===== config.mk =====
export PLATFORM = sky130hd
export DESIGN_NAME = tinycpu_out_uart
export DESIGN_NICKNAME = d
export VERILOG_FILES = /design/src/rtl/tinycpu_out_uart.sv
export SDC_FILE = /design/constraint.sdc
export NUM_CORES = 1
export LEC_CHECK = 0
export BUFFER_PORTS_ARGS = -buffer_cell sky130_fd_sc_hd__buf_2
export CORE_AREA = 2 2 119 150
export DETAILED_ROUTE_END_ITERATION = 16
export DIE_AREA = 0 0 121 152
export SYNTH_ARGS = -nofsm -noshare
export SYNTH_HDL_FRONTEND = slang
export SYNTH_SLANG_ARGS = --single-unit

===== constraint.sdc =====
create_clock -name clk -period 1.95 [get_ports clk]
set_input_delay 0.195 -clock clk [delete_from_list [all_inputs] [get_ports clk]]
set_output_delay 0.195 -clock clk [all_outputs]
set_load 0.05 [all_outputs]

===== src/rtl/tinycpu_out_uart.sv =====
// Output stage for the tiny CPU: captures 16-bit words into a FIFO and
// sends each one as two 8N1 UART bytes, high byte first.
module tinycpu_out_uart #(
    parameter int unsigned CLK_DIV    = 16,
    parameter int unsigned FIFO_DEPTH = 4
) (
    input  logic                          clk,
    input  logic                          reset,
    input  logic                          wr,
    input  logic [15:0]                   wdata,
    output logic                          full,
    output logic                          empty,
    output logic [$clog2(FIFO_DEPTH):0]   count,
    output logic                          overflow,
    output logic                          busy,
    output logic                          txd
);

    localparam int unsigned AW = $clog2(FIFO_DEPTH);
    localparam int unsigned CW = AW + 1;
    localparam int unsigned BW = (CLK_DIV > 1) ? $clog2(CLK_DIV) : 1;

    localparam logic [1:0] S_IDLE  = 2'd0;
    localparam logic [1:0] S_START = 2'd1;
    localparam logic [1:0] S_DATA  = 2'd2;
    localparam logic [1:0] S_STOP  = 2'd3;

    logic [15:0]   r_mem [FIFO_DEPTH];
    logic [AW-1:0] r_wptr, r_rptr;
    logic [CW-1:0] r_count;
    logic          r_full, r_empty, r_overflow;

    logic [1:0]    r_state;
    logic [BW-1:0] r_baud;
    logic [2:0]    r_idx;
    logic          r_hi;
    logic [15:0]   r_hold;
    logic          r_txd, r_busy;

    logic [1:0]    w_state_nxt;
    logic [BW-1:0] w_baud_nxt;
    logic [2:0]    w_idx_nxt, w_idx_inc;
    logic          w_hi_nxt;
    logic [15:0]   w_hold_nxt;
    logic          w_txd_nxt;
    logic          w_pop, w_push, w_baud_last;
    logic [7:0]    w_byte;
    logic [CW-1:0] w_count_nxt;

    assign w_push      = wr && !r_full;
    assign w_baud_last = (r_baud == BW'(CLK_DIV - 1));
    assign w_byte      = r_hi ? r_hold[15:8] : r_hold[7:0];
    assign w_idx_inc   = r_idx + 3'd1;

    // Occupancy after this edge's push/pop; status flags register from it.
    always_comb begin
        w_count_nxt = r_count;
        if (w_push && !w_pop) begin
            w_count_nxt = r_count + CW'(1);
        end else if (!w_push && w_pop) begin
            w_count_nxt = r_count - CW'(1);
        end
    end

    // Next-state logic; txd is computed for the next state so the line is registered.
    always_comb begin
        w_state_nxt = r_state;
        w_baud_nxt  = r_baud;
        w_idx_nxt   = r_idx;
        w_hi_nxt    = r_hi;
        w_hold_nxt  = r_hold;
        w_txd_nxt   = r_txd;
        w_pop       = 1'b0;
        case (r_state)
            S_IDLE: begin
                w_txd_nxt = 1'b1;
                if (!r_empty) begin
                    w_pop       = 1'b1;
                    w_hold_nxt  = r_mem[r_rptr];
                    w_hi_nxt    = 1'b1;
                    w_baud_nxt  = '0;
                    w_state_nxt = S_START;
                    w_txd_nxt   = 1'b0;
                end
            end
            S_START: begin
                if (w_baud_last) begin
                    w_baud_nxt  = '0;
                    w_idx_nxt   = 3'd0;
                    w_state_nxt = S_DATA;
                    w_txd_nxt   = w_byte[0];
                end else begin
                    w_baud_nxt = r_baud + BW'(1);
                end
            end
            S_DATA: begin
                if (w_baud_last) begin
                    w_baud_nxt = '0;
                    if (r_idx == 3'd7) begin
                        w_state_nxt = S_STOP;
                        w_txd_nxt   = 1'b1;
                    end else begin
                        w_idx_nxt = w_idx_inc;
                        w_txd_nxt = w_byte[w_idx_inc];
                    end
                end else begin
                    w_baud_nxt = r_baud + BW'(1);
                end
            end
            default: begin
                if (w_baud_last) begin
                    w_baud_nxt = '0;
                    if (r_hi) begin
                        w_hi_nxt    = 1'b0;
                        w_state_nxt = S_START;
                        w_txd_nxt   = 1'b0;
                    end else begin
                        w_state_nxt = S_IDLE;
                        w_txd_nxt   = 1'b1;
                    end
                end else begin
                    w_baud_nxt = r_baud + BW'(1);
                end
            end
        endcase
    end

    always_ff @(posedge clk) begin
        if (reset) begin
            r_wptr     <= '0;
            r_rptr     <= '0;
            r_count    <= '0;
            r_full     <= 1'b0;
            r_empty    <= 1'b1;
            r_overflow <= 1'b0;
            r_state    <= S_IDLE;
            r_baud     <= '0;
            r_idx      <= 3'd0;
            r_hi       <= 1'b0;
            r_hold     <= 16'h0000;
            r_txd      <= 1'b1;
            r_busy     <= 1'b0;
        end else begin
            if (w_push) r_wptr <= r_wptr + AW'(1);
            if (w_pop)  r_rptr <= r_rptr + AW'(1);
            if (wr && r_full) r_overflow <= 1'b1;
            r_count <= w_count_nxt;
            r_full  <= (w_count_nxt == CW'(FIFO_DEPTH));
            r_empty <= (w_count_nxt == CW'(0));
            r_state <= w_state_nxt;
            r_baud  <= w_baud_nxt;
            r_idx   <= w_idx_nxt;
            r_hi    <= w_hi_nxt;
            r_hold  <= w_hold_nxt;
            r_txd   <= w_txd_nxt;
            r_busy  <= (w_state_nxt != S_IDLE);
        end
    end

    // Storage needs no reset: entries are only read after being written.
    always_ff @(posedge clk) begin
        if (w_push) r_mem[r_wptr] <= wdata;
    end

    assign full     = r_full;
    assign empty    = r_empty;
    assign count    = r_count;
    assign overflow = r_overflow;
    assign busy     = r_busy;
    assign txd      = r_txd;

endmodule


==> impl_metrics.py <==
metrics = {
    "outcome": {
        "status": "finished clean",
    },
    "route": {
        "met2_length_um": 4350,
        "drc": 0,
        "top_layer_reached_by_signal_wires": "met4",
        "detailed_router_iteration_count_before_antenna_repair": 4,
        "dr.first_iter.drc_count": 137,
        "vias_per_instance": 4.38,
        "met3WireLength_um": 235,
        "route.detailed.wl_per_inst_um": 13.9,
        "routed-via-count": 2510,
        "wirelength_met1_um": 3250,
        "wl_um": 7960,
        "drt.antenna.violating_nets": 0,
    },
    "timing": {
        "max-slew-margin-rel_pct": 62.9,
        "fin_crit_sh_pct": 95.1,
        "rsz_0062_raised_after_global_routing": "no",
        "clock_skew_ns": 0.00779,
        "timing.final.ws_setup_ns": 0.0961,
        "totalNegativeSetupSlack_ns": 0,
        "setup_viol_count_final": 0,
        "layout_min_cycle_time_ns": 1.85,
        "timing_max_transition_violations_final": 0,
        "max_clock_freq_mhz": 539,
        "hold_violations": 0,
        "tightestPinTransition_ns": 0.555,
        "smallest_hold_slack_ns": 0.0682,
    },
    "synthesis": {
        "synth_enable_flop_cells": 64,
        "post_synth_adder_cell_area_pct": 3.87,
        "yosys_warnings": 0,
        "synth-simple-area-share_pct": 9.92,
        "netlist_instances": 310,
        "synth_sequential_area_ratio_pct": 63.8,
        "synth_area_mm2": 0.00420,
        "ys_seq_elements": 102,
        "synth_top_family_by_area": "multiplexers",
        "mappedNetlistNets": 342,
        "postSynthAreaPerCell_um2": 13.6,
        "synth_cell_types": 46,
        "synth-xor-area-share_pct": 0.834,
        "post_synth_mux_area_share_pct": 11.6,
        "synthArstFlopShare_pct": 0,
        "postSynth.topFlopCell": "edfxtp_1",
        "synth-compound-area-share_pct": 7.24,
    },
    "power": {
        "power_density_mw_per_mm2": 1290,
        "power_total_mw": 6.36,
        "max-vdd-ir-drop_v": 0.000432,
        "power_leakage_nw": 1.70,
    },
    "floorplan": {
        "number_of_rows_created_at_floorplan": 54,
        "die_width_um": 121,
        "die_area_mm2": 0.0184,
        "core_mm2": 0.0171,
        "design.portCount": 27,
        "fp.dieH_um": 152,
        "initial_core_util_pct": 24.6,
    },
    "finish": {
        "antenna-diode-count": 0,
        "layout-area-overhead-vs-synth_pct": 17.4,
        "post_layout_nonfiller_instances": 573,
        "fraction_of_final_layout_cells_with_drive_strength_greater_than_1_pct": 23.8,
        "final_cell_area_mm2": 0.00493,
        "fin_util_pct": 28.9,
        "fillerInstances": 1730,
        "design.final.nets": 376,
    },
    "global_routing": {
        "grt_pass1_vias": 2649,
        "grt_usage_pct": 9.29,
        "grt_max_degree": 37,
        "grt_remaining_overflow": 0,
        "grt_first_pass_wirelength_um": 13200,
        "grt_antenna_before_repair": 0,
    },
    "cts": {
        "clk_root_buffer_cell": "clkbuf_16",
        "cts-root-to-sink-buffers": 2,
        "post_cts_hold_buffer_count": 0,
        "clkLatencyLatePin_ns": 0.34,
        "clkTransAtPathRegs_ns": 0.07,
        "post_cts_resized": 0,
        "cts_buffers": 9,
        "cts_post_setup_buffers_inserted": 0,
        "clock_tree.htree_level_count": 3,
        "cts.sink_count": 102,
        "tritoncts_clock_tree": "yes",
    },
    "worst_setup_path": {
        "crit_buf_inv": 1,
        "cp-startpoint": "r_baud[0]",
        "ordered_cell_list_for_the_critical_path": "ha_1 -> and3_1 -> buf_4 -> a21o_1 -> a21oi_1 -> o22ai_1 -> or2_2",
        "crit_path_max_fanout": 8,
        "critPathArrivalTime_ns": 2.08,
        "worstPathRequired_ns": 2.18,
        "crit_path_start_kind": "flop",
        "critPathKind": "reg -> reg",
        "slowest_delay_ns": 0.35,
        "critical-path-slowest-cell": "dfxtp_1",
        "reg2reg_from": "r_baud[0]",
        "worst_setup_path_end_kind": "flop",
        "critPathTopFamily": "simple AND/OR/NAND/NOR gates",
    },
    "place": {
        "dp_worst_setup_slack_ns": 0.0667,
        "placed_area_mm2": 0.00465,
        "io_buffer_count": 26,
        "detailed_place_hpwl_um": 5350,
        "placed_cells": 557,
        "finalWeightedCongestion": 0.781,
    },
    "min_path": {
        "min_from": "wdata[9]",
        "worst_hold_path_type": "in -> reg",
    },
    "job": {
        "maxCapViolCount": 0,
    },
}
[state kept, by name, summed over array words and instances, names as in the netlist]
| name | cells |
|---|---|
| count | 3 |
| busy | 1 |
| r_state | 2 |
| txd | 1 |
| r_hold | 16 |
| r_mem | 64 |
| r_hi | 1 |
| r_wptr | 2 |
| empty | 1 |
| r_rptr | 2 |
| r_baud | 4 |
| r_idx | 3 |
| full | 1 |
| overflow | 1 |
[routing by layer]
metal	track usage, %	up-vias
met3	2.70	9
met2	16.8	39
met1	10.1	1241
met4	3.43	0
li1	-	1221
met5	0	-
[Yosys cell counts (2+ instances only)]
cell type	count	area, um2
clkbuf_1	10	37.5
xnor2_1	3	26.3
mux4_2	17	383
nor4_1	2	12.5
nor2_1	15	56.3
and2_1	5	31.3
ha_1	13	163
a21oi_1	27	135
o21ai_0	7	35.0
nand4_1	2	12.5
nand2b_1	4	25.0
nor2b_1	2	12.5
edfxtp_1	64	1920
mux2i_1	2	20.0
o22ai_1	2	12.5
dfxtp_1	38	761
mux2_2	3	33.8
mux4_1	2	52.6
a21boi_0	2	15.0
a31oi_1	2	12.5
nand2_1	45	169
inv_1	9	33.8
buf_2	5	25.0
nand3_1	7	35.0
[worst reg2reg max path: cells and delay by family (launching register included)]
family                     cells  cell delay, ns
DFF                            1            0.35
buffers and inverters          1            0.16
AOI/OAI and AO/OA              3            0.47
adders and majority gates      1            0.25
and+or+nand+nor                2            0.51
[cell usage in the layout, fill, tap and decap left out, types with 2 or more instances in the layout]
cell / netlist / final
edfxtp_1: 64 / 64
nand2_1: 45 / 45
dfxtp_1: 38 / 37
a21oi_1: 27 / 27
buf_2: 5 / 26
mux4_2: 17 / 17
nor2_1: 15 / 15
buf_4: 0 / 13
ha_1: 13 / 11
inv_1: 9 / 9
clkbuf_16: 0 / 9
nand3_1: 7 / 7
o21ai_0: 7 / 7
and2_1: 5 / 5
nand2b_1: 4 / 4
xnor2_1: 3 / 3
mux2_2: 3 / 3
mux2i_1: 2 / 2
nand4_1: 2 / 2
nor4_1: 2 / 2
a21boi_0: 2 / 2
a31oi_1: 2 / 2
mux4_1: 2 / 2
o22ai_1: 2 / 2
ha_2: 0 / 2
clkinvlp_4: 0 / 2
clkinv_1: 0 / 2
[kinds of logic (layout without fill, tap and decap cells)]
group                      count (synthesis)  in the layout
buffers and inverters                     26             65
AOI/OAI and AO/OA                         50             50
DFF                                      102            102
muxes                                     24             24
and+or+nand+nor                           91             91
xor gates and xnor gates                   4              4
adders and majority gates                 13             13
[final timing paths]
kind | slack (ns) | cells past startpoint | endpoint
setup / recovery | 0.1 | 7 | busy
hold / removal | 0.07 | 1 | r_mem[1][9]
setup reg to reg | 0.1 | 7 | busy
hold reg to reg | 0.46 | 2 | r_hold[3]
[where the power goes]
group,internal [mW],total (mW),switching [mW],leakage [nW]
Clock,0.852,1.59,0.740,0.122
Sequential,2.64,2.87,0.224,0.899
Combinational,0.816,1.90,1.09,0.679
Total,4.31,6.36,2.05,1.70
[cell type report]
cell class / instances / area, um2 / area share, %
clock buffers: 9 / 225 / 4.57
flip-flops and latches: 102 / 2680 / 54.4
inverters: 9 / 33.8 / 0.685
multi-input cells: 182 / 1420 / 28.8
clock inverters: 7 / 41.3 / 0.837
well taps: 224 / 280 / 5.68
repair buffers: 40 / 248 / 5.02
No activity file was read; power rests on OpenSTA's default activity.
